===== src/rtl/ysyx_25040109_arbiter.sv =====
// Two-master AXI-lite arbiter: the IFU (read-only) and the LSU (read/write)
// share one downstream port. One transaction is in flight at a time.
// Writes take priority over reads. Read ties alternate using last_rd.
module ysyx_25040109_arbiter (
    input  logic        clk,
    input  logic        rst,
    // master 0 (IFU) read channels
    input  logic        m0_arvalid,
    output logic        m0_arready,
    input  logic [31:0] m0_araddr,
    output logic        m0_rvalid,
    input  logic        m0_rready,
    output logic [31:0] m0_rdata,
    output logic [1:0]  m0_rresp,
    // master 1 (LSU) read channels
    input  logic        m1_arvalid,
    output logic        m1_arready,
    input  logic [31:0] m1_araddr,
    output logic        m1_rvalid,
    input  logic        m1_rready,
    output logic [31:0] m1_rdata,
    output logic [1:0]  m1_rresp,
    // master 1 (LSU) write channels
    input  logic        m1_awvalid,
    output logic        m1_awready,
    input  logic [31:0] m1_awaddr,
    input  logic        m1_wvalid,
    output logic        m1_wready,
    input  logic [31:0] m1_wdata,
    input  logic [3:0]  m1_wstrb,
    output logic        m1_bvalid,
    input  logic        m1_bready,
    output logic [1:0]  m1_bresp,
    // downstream port
    output logic        out_arvalid,
    input  logic        out_arready,
    output logic [31:0] out_araddr,
    input  logic        out_rvalid,
    output logic        out_rready,
    input  logic [31:0] out_rdata,
    input  logic [1:0]  out_rresp,
    output logic        out_awvalid,
    input  logic        out_awready,
    output logic [31:0] out_awaddr,
    output logic        out_wvalid,
    input  logic        out_wready,
    output logic [31:0] out_wdata,
    output logic [3:0]  out_wstrb,
    input  logic        out_bvalid,
    output logic        out_bready,
    input  logic [1:0]  out_bresp
);

    typedef enum logic [1:0] {
        ST_IDLE = 2'd0,
        ST_RD   = 2'd1,
        ST_WR   = 2'd2,
        ST_B    = 2'd3
    } arb_state_t;

    arb_state_t state_r, state_nxt_s;
    logic       rd_owner_r, rd_owner_nxt_s;
    logic       last_rd_r, last_rd_nxt_s;
    logic       ar_done_r, ar_done_nxt_s;
    logic       aw_done_r, aw_done_nxt_s;
    logic       w_done_r, w_done_nxt_s;

    logic        own_arvalid_s;
    logic [31:0] own_araddr_s;
    logic        own_rready_s;
    logic        aw_hs_s;
    logic        w_hs_s;

    // Read data and response are broadcast; only rvalid selects the owner.
    assign m0_rdata = out_rdata;
    assign m0_rresp = out_rresp;
    assign m1_rdata = out_rdata;
    assign m1_rresp = out_rresp;
    assign m1_bresp = out_bresp;

    // Signals of whichever master currently owns the read.
    assign own_arvalid_s = rd_owner_r ? m1_arvalid : m0_arvalid;
    assign own_araddr_s  = rd_owner_r ? m1_araddr  : m0_araddr;
    assign own_rready_s  = rd_owner_r ? m1_rready  : m0_rready;

    // A write handshake counts only while that channel is still open in WR.
    assign aw_hs_s = (state_r == ST_WR) && !aw_done_r && m1_awvalid && out_awready;
    assign w_hs_s  = (state_r == ST_WR) && !w_done_r  && m1_wvalid  && out_wready;

    // State register; reset abandons any transaction in flight.
    always_ff @(posedge clk or negedge rst) begin
        if (!rst) begin
            state_r    <= ST_IDLE;
            rd_owner_r <= 1'b0;
            last_rd_r  <= 1'b1;
            ar_done_r  <= 1'b0;
            aw_done_r  <= 1'b0;
            w_done_r   <= 1'b0;
        end else begin
            state_r    <= state_nxt_s;
            rd_owner_r <= rd_owner_nxt_s;
            last_rd_r  <= last_rd_nxt_s;
            ar_done_r  <= ar_done_nxt_s;
            aw_done_r  <= aw_done_nxt_s;
            w_done_r   <= w_done_nxt_s;
        end
    end

    // Next-state selection and channel routing for the current owner.
    always_comb begin
        state_nxt_s    = state_r;
        rd_owner_nxt_s = rd_owner_r;
        last_rd_nxt_s  = last_rd_r;
        ar_done_nxt_s  = ar_done_r;
        aw_done_nxt_s  = aw_done_r;
        w_done_nxt_s   = w_done_r;

        m0_arready  = 1'b0;
        m0_rvalid   = 1'b0;
        m1_arready  = 1'b0;
        m1_rvalid   = 1'b0;
        m1_awready  = 1'b0;
        m1_wready   = 1'b0;
        m1_bvalid   = 1'b0;
        out_arvalid = 1'b0;
        out_araddr  = 32'h0000_0000;
        out_rready  = 1'b0;
        out_awvalid = 1'b0;
        out_awaddr  = 32'h0000_0000;
        out_wvalid  = 1'b0;
        out_wdata   = 32'h0000_0000;
        out_wstrb   = 4'b0000;
        out_bready  = 1'b0;

        case (state_r)
            ST_IDLE: begin
                if (m1_awvalid) begin
                    state_nxt_s = ST_WR;
                end else if (m0_arvalid && m1_arvalid) begin
                    state_nxt_s    = ST_RD;
                    rd_owner_nxt_s = ~last_rd_r;
                end else if (m0_arvalid) begin
                    state_nxt_s    = ST_RD;
                    rd_owner_nxt_s = 1'b0;
                end else if (m1_arvalid) begin
                    state_nxt_s    = ST_RD;
                    rd_owner_nxt_s = 1'b1;
                end else begin
                    state_nxt_s = ST_IDLE;
                end
            end
            ST_RD: begin
                if (!ar_done_r) begin
                    out_arvalid = own_arvalid_s;
                    out_araddr  = own_araddr_s;
                    if (rd_owner_r) begin
                        m1_arready = out_arready;
                    end else begin
                        m0_arready = out_arready;
                    end
                    if (own_arvalid_s && out_arready) begin
                        ar_done_nxt_s = 1'b1;
                    end else begin
                        ar_done_nxt_s = 1'b0;
                    end
                end else begin
                    out_rready = own_rready_s;
                    if (rd_owner_r) begin
                        m1_rvalid = out_rvalid;
                    end else begin
                        m0_rvalid = out_rvalid;
                    end
                    if (out_rvalid && own_rready_s) begin
                        state_nxt_s   = ST_IDLE;
                        last_rd_nxt_s = rd_owner_r;
                        ar_done_nxt_s = 1'b0;
                    end else begin
                        state_nxt_s = ST_RD;
                    end
                end
            end
            ST_WR: begin
                if (!aw_done_r) begin
                    out_awvalid = m1_awvalid;
                    out_awaddr  = m1_awaddr;
                    m1_awready  = out_awready;
                end else begin
                    out_awvalid = 1'b0;
                end
                if (!w_done_r) begin
                    out_wvalid = m1_wvalid;
                    out_wdata  = m1_wdata;
                    out_wstrb  = m1_wstrb;
                    m1_wready  = out_wready;
                end else begin
                    out_wvalid = 1'b0;
                end
                aw_done_nxt_s = aw_done_r | aw_hs_s;
                w_done_nxt_s  = w_done_r | w_hs_s;
                if ((aw_done_r || aw_hs_s) && (w_done_r || w_hs_s)) begin
                    state_nxt_s = ST_B;
                end else begin
                    state_nxt_s = ST_WR;
                end
            end
            ST_B: begin
                m1_bvalid  = out_bvalid;
                out_bready = m1_bready;
                if (out_bvalid && m1_bready) begin
                    state_nxt_s   = ST_IDLE;
                    aw_done_nxt_s = 1'b0;
                    w_done_nxt_s  = 1'b0;
                end else begin
                    state_nxt_s = ST_B;
                end
            end
            default: begin
                state_nxt_s = ST_IDLE;
            end
        endcase
    end

endmodule


===== config.mk =====
export PLATFORM = sky130hd
export DESIGN_NAME = ysyx_25040109_arbiter
export DESIGN_NICKNAME = d
export VERILOG_FILES = /design/src/rtl/ysyx_25040109_arbiter.sv
export SDC_FILE = /design/constraint.sdc
export NUM_CORES = 1
export LEC_CHECK = 0
export ABC_AREA = 1
export CAP_MARGIN = 15
export CORE_AREA = 3 3 139 141
export DETAILED_ROUTE_END_ITERATION = 10
export DIE_AREA = 0 0 142 144
export PLACE_DENSITY = 0.57
export SETUP_SLACK_MARGIN = 0.02
export SLEW_MARGIN = 40
export SYNTH_ARGS = -nofsm -noshare
export SYNTH_HDL_FRONTEND = slang
export SYNTH_SLANG_ARGS = --single-unit

===== constraint.sdc =====
create_clock -name clk -period 1.72 [get_ports clk]
set_input_delay 0.172 -clock clk [delete_from_list [all_inputs] [get_ports clk]]
set_output_delay 0.172 -clock clk [all_outputs]
set_load 0.02 [all_outputs]

[Word level (Yosys, flattened, before mapping)]
Index checks and enable logic that the tools add are counted.
Word-level totals
  input port bits: 182
  logic and storage cells: 91
  output and inout bits: 182
  register bits after elaboration: 7
Cells by class
  equality and inequality tests: 5
  reduce and logical (&&, ||, !) cells: 21
  bitwise gates (word level): 4
  multiplexer cells: 55
Operators with widths (count)
  32-bit two-way mux: 7
  1-bit two-way mux: 40
  1-bit logical AND: 11
  4-bit two-way mux: 2
  2-bit one-hot mux with 4 select lines: 1
  2-bit two-way mux: 3
  3-bit AND reduction: 2
  2-bit == test, second input constant: 2
  2-bit != test, second input constant: 2
  1-bit one-hot mux with 2 select lines: 2
  3-bit nonzero test: 1
  2-bit by 1-bit == test with 1-bit output, second input constant: 1
  1-bit logical NOT: 2
  2-bit logical NOT: 1
  1-bit logical OR: 2
  1-bit NOT: 2
  1-bit bitwise OR: 2
  2-bit AND reduction: 1
  2-bit nonzero test: 1

[Depth between registers and ports, before layout]
  depth after elaboration: 8
  mapped depth: 7
  mapped depth without buffers: 6

[Worst setup path after synthesis]
OpenSTA, ideal clock, no wires.
  path type: flip-flop to output port
  from: register state_r[1]
  to: output out_awvalid
  data arrival time: 1241 ps
  data required time: 1548 ps
  stages on the path, launching flop included: 6
  buffers on the path: 1
  slack: 307 ps
  cells stage by stage: dfrtp_1 > inv_2 > nor2_2 > inv_2 > buf_12 > nor3_1
Between the ends
  word-level cells in the longest chain between the ends: 2
RTL lines
  from (decl): RTL line 61  | arb_state_t state_r, state_nxt_s;
  from (signal assigned): RTL line 100  | state_r <= state_nxt_s;
  2-bit == test: RTL line 135  | case (state_r)
  1-bit two-way mux: RTL line 135
  to (decl): RTL line 42  | output logic out_awvalid,
Every way passes these cells.

[Final worst setup path]
  from: register state_r[1]
  to: output out_wdata[7]
Between the ends
  word-level cells in the longest chain between the ends: 2
RTL lines
  2-bit == test: RTL line 135
  32-bit two-way mux: RTL line 135
  to (decl): RTL line 47  | output logic [31:0] out_wdata,
Every way passes these cells.

==> out/summary.txt <==
Dpl hpwl = 11.0 mm
Root Driver = clkbuf_16
Required @ worst endpoint = 1550 ps
Final cycle utilization of the critical path = 97.5%
DR iter-0 viols = 70
Final Non-Filler Cells = 841
Core area = 18100 sq um
Outcome = completed
Final hold vios = 0
Total negative slack = 0 ps
Worst Tran Pin Value = 392 ps
Power Density = 1280 nW/um^2
First-pass GRT wire length = 17.6 mm
ANT cells = 0
Share of layout cells above drive strength 1 = 43.0%
Detail Route Antenna Nets = 0
RePlAce Congestion = 0.749
Yosys top cell area share = 28.3%
LEAKAGE = 2.26 nW
Filler cell count = 2050
Distinct cells, synth = 22
Max_cap viols = 0
Synth area leaders = nor2_4 (28%), nand2_1 (20%), buf_4 (19%)
Deepest clock path buffer count = 2
Vias post-DR = 3178
Setup violators final = 0
Synth top cells by count = nand2_1 (151), nor2_4 (71), buf_4 (70)
Starting density of the core = 15.6%
Die Y-Extent = 144 microns
Global route total overflow = 0
CP endpoint kind = output pin
RSZ-0062 raised after global routing = yes
Clock skew = 1.76 ps
Crit-path max FO = 14
Post-synth ARST share = 100%
Die Area = 20400 sq um
Multi-input logic area = 1820 sq um
Peak Freq = 0.596 GHz
CTS buffer count = 3
Worst-Skew Late Latency = 230 ps
Post-Synthesis Cell Area = 2820 sq um
# rows = 49
Die W = 142 microns
Vias in the first global route = 3070
Layout Nets = 795
Port bufs = 257
Post-Synthesis Cells = 407
FF+latch area = 179 sq um
Cell Area, Placed = 5310 sq um
Critical path class = reg2out
WP data arrival = 1500 ps
Post-Layout Inst Area = 4970 sq um
Cell taking the most area after synthesis = nor2_4
Top FF cell, synth = dfrtp_1
Cell count after placement = 835
Final Critical Period = 1680 ps
Worst vdd ir = 0.580 mV
DR WL/cell = 14.7 microns
Area growth from synthesis to layout = 76.1%
Worst-path clk slew = 40 ps
Relative slew margins = 73.8%
Post-synthesis register bit count = 7
Pre-CTS setup slack = -184 ps
GRT Total Usage = 11.0%
Yosys warnings = 0
Most common cell in the netlist = nand2_1
DR pass1 iterations = 4
H-tree level count = 1
Routed wire length = 12.4 mm
I/O pins = 364
Post-synth EDFFs = 0
Critical path startpoint category = flop
Post-synthesis sequential area ratio = 6.25%
CTS Sinks = 7
Syn Nets = 589
Largest net degree at the start of global routing = 40
Final WS setup = 43.2 ps
DRC violations left = 0
Worst hold path type = in2async
Initial antenna violation count = 0
CTS tree = done
Vias per inst = 3.78
Slew Viols, Final = 0
Mean Syn Cell Area = 6.93 sq um
[repair_timing]
action	4_1_cts	5_1_grt
hold buffers	0	0
buffers inserted	0	2
pin swaps	0	1
resized for setup	337	91
endpoints found under the setup margin	112	104
[layout make-up]
class	count	share of cell area, %
clock buffers	3	1.51
clock inverters	1	0.101
inverters	16	1.31
multi-input cells	289	36.6
flip-flops and latches	7	3.60
well taps	229	5.77
repair buffers	296	51.1
[power by group]
group,internal [W],switching [W],total (W)
combinational,0.00220,0.00343,0.00563
clock,0.000306,0.0000967,0.000403
sequential,0.000247,0.0000784,0.000325
[routing by layer]
metal / global-route usage (%) / part of all wire [%]
met5: 0 / 0
met4: 1.41 / 0.92
met3: 5.46 / 14
met2: 20.8 / 52
met1: 11.1 / 33
[placed cells by master, fill, tap and decap left out, types with 2 or more instances in the layout]
master / count
dlygate4sd2_1: 3
nor2_4: 72
buf_12: 10
nor2_1: 11
clkdlybuf4s50_1: 145
inv_2: 3
buf_4: 28
nand3_1: 5
nand2_1: 151
dfrtp_2: 2
buf_6: 2
dfrtp_1: 4
a21oi_2: 29
o21ai_0: 8
buf_2: 93
clkbuf_16: 3
inv_1: 11
clkdlybuf4s15_2: 14
a21oi_1: 7
[metrics by stage]
step                      utilization (%)  hold slack, ps  power, W
after global routing                 27.5             255   0.00683
after floorplan                         -            -124   0.00434
after CTS                            30.4             250   0.00681
after detailed placement             29.4             344   0.00657
after global placement               29.4             344   0.00656
final                                27.5             235   0.00635
[logic make-up after synthesis]
logic type,Yosys count,share of synthesized area (%)
flip-flops,7,6.25
AO/OA/AOI/OAI,46,12.2
buffers and inverters,111,29.7
AND/OR/NAND/NOR,243,51.9
[critical path, cell delays in order (launching register included)]
cell and delay, ps:
dfrtp_1 420, inv_2 70, nor2_4 150, inv_6 110
buf_4 190, nor2_4 70, clkdlybuf4s15_2 260
[worst paths after layout]
path	endpoint	cells past startpoint	startpoint	slack (ps)
max	out_wdata[7]	6	state_r[1]$_DFFE_PN0P_	40
min	w_done_r$_DFFE_PN0P_	1	rst	230
max reg2reg	ar_done_r$_DFFE_PN0P_	6	rd_owner_r$_DFFE_PN0P_	320
min reg2reg	last_rd_r$_DFFE_PN1P_	2	last_rd_r$_DFFE_PN1P_	480
max in group asynchronous	last_rd_r$_DFFE_PN1P_	1	rst	1170
min in group clk	m1_bresp[0]	0	out_bresp[0]	340
[state kept, by name, summed over array words and instances (netlist names)]
signal and count:
last_rd_r 1, w_done_r 1, rd_owner_r 1, state_r 2, ar_done_r 1, aw_done_r 1
(Power assumes the default switching activity.)
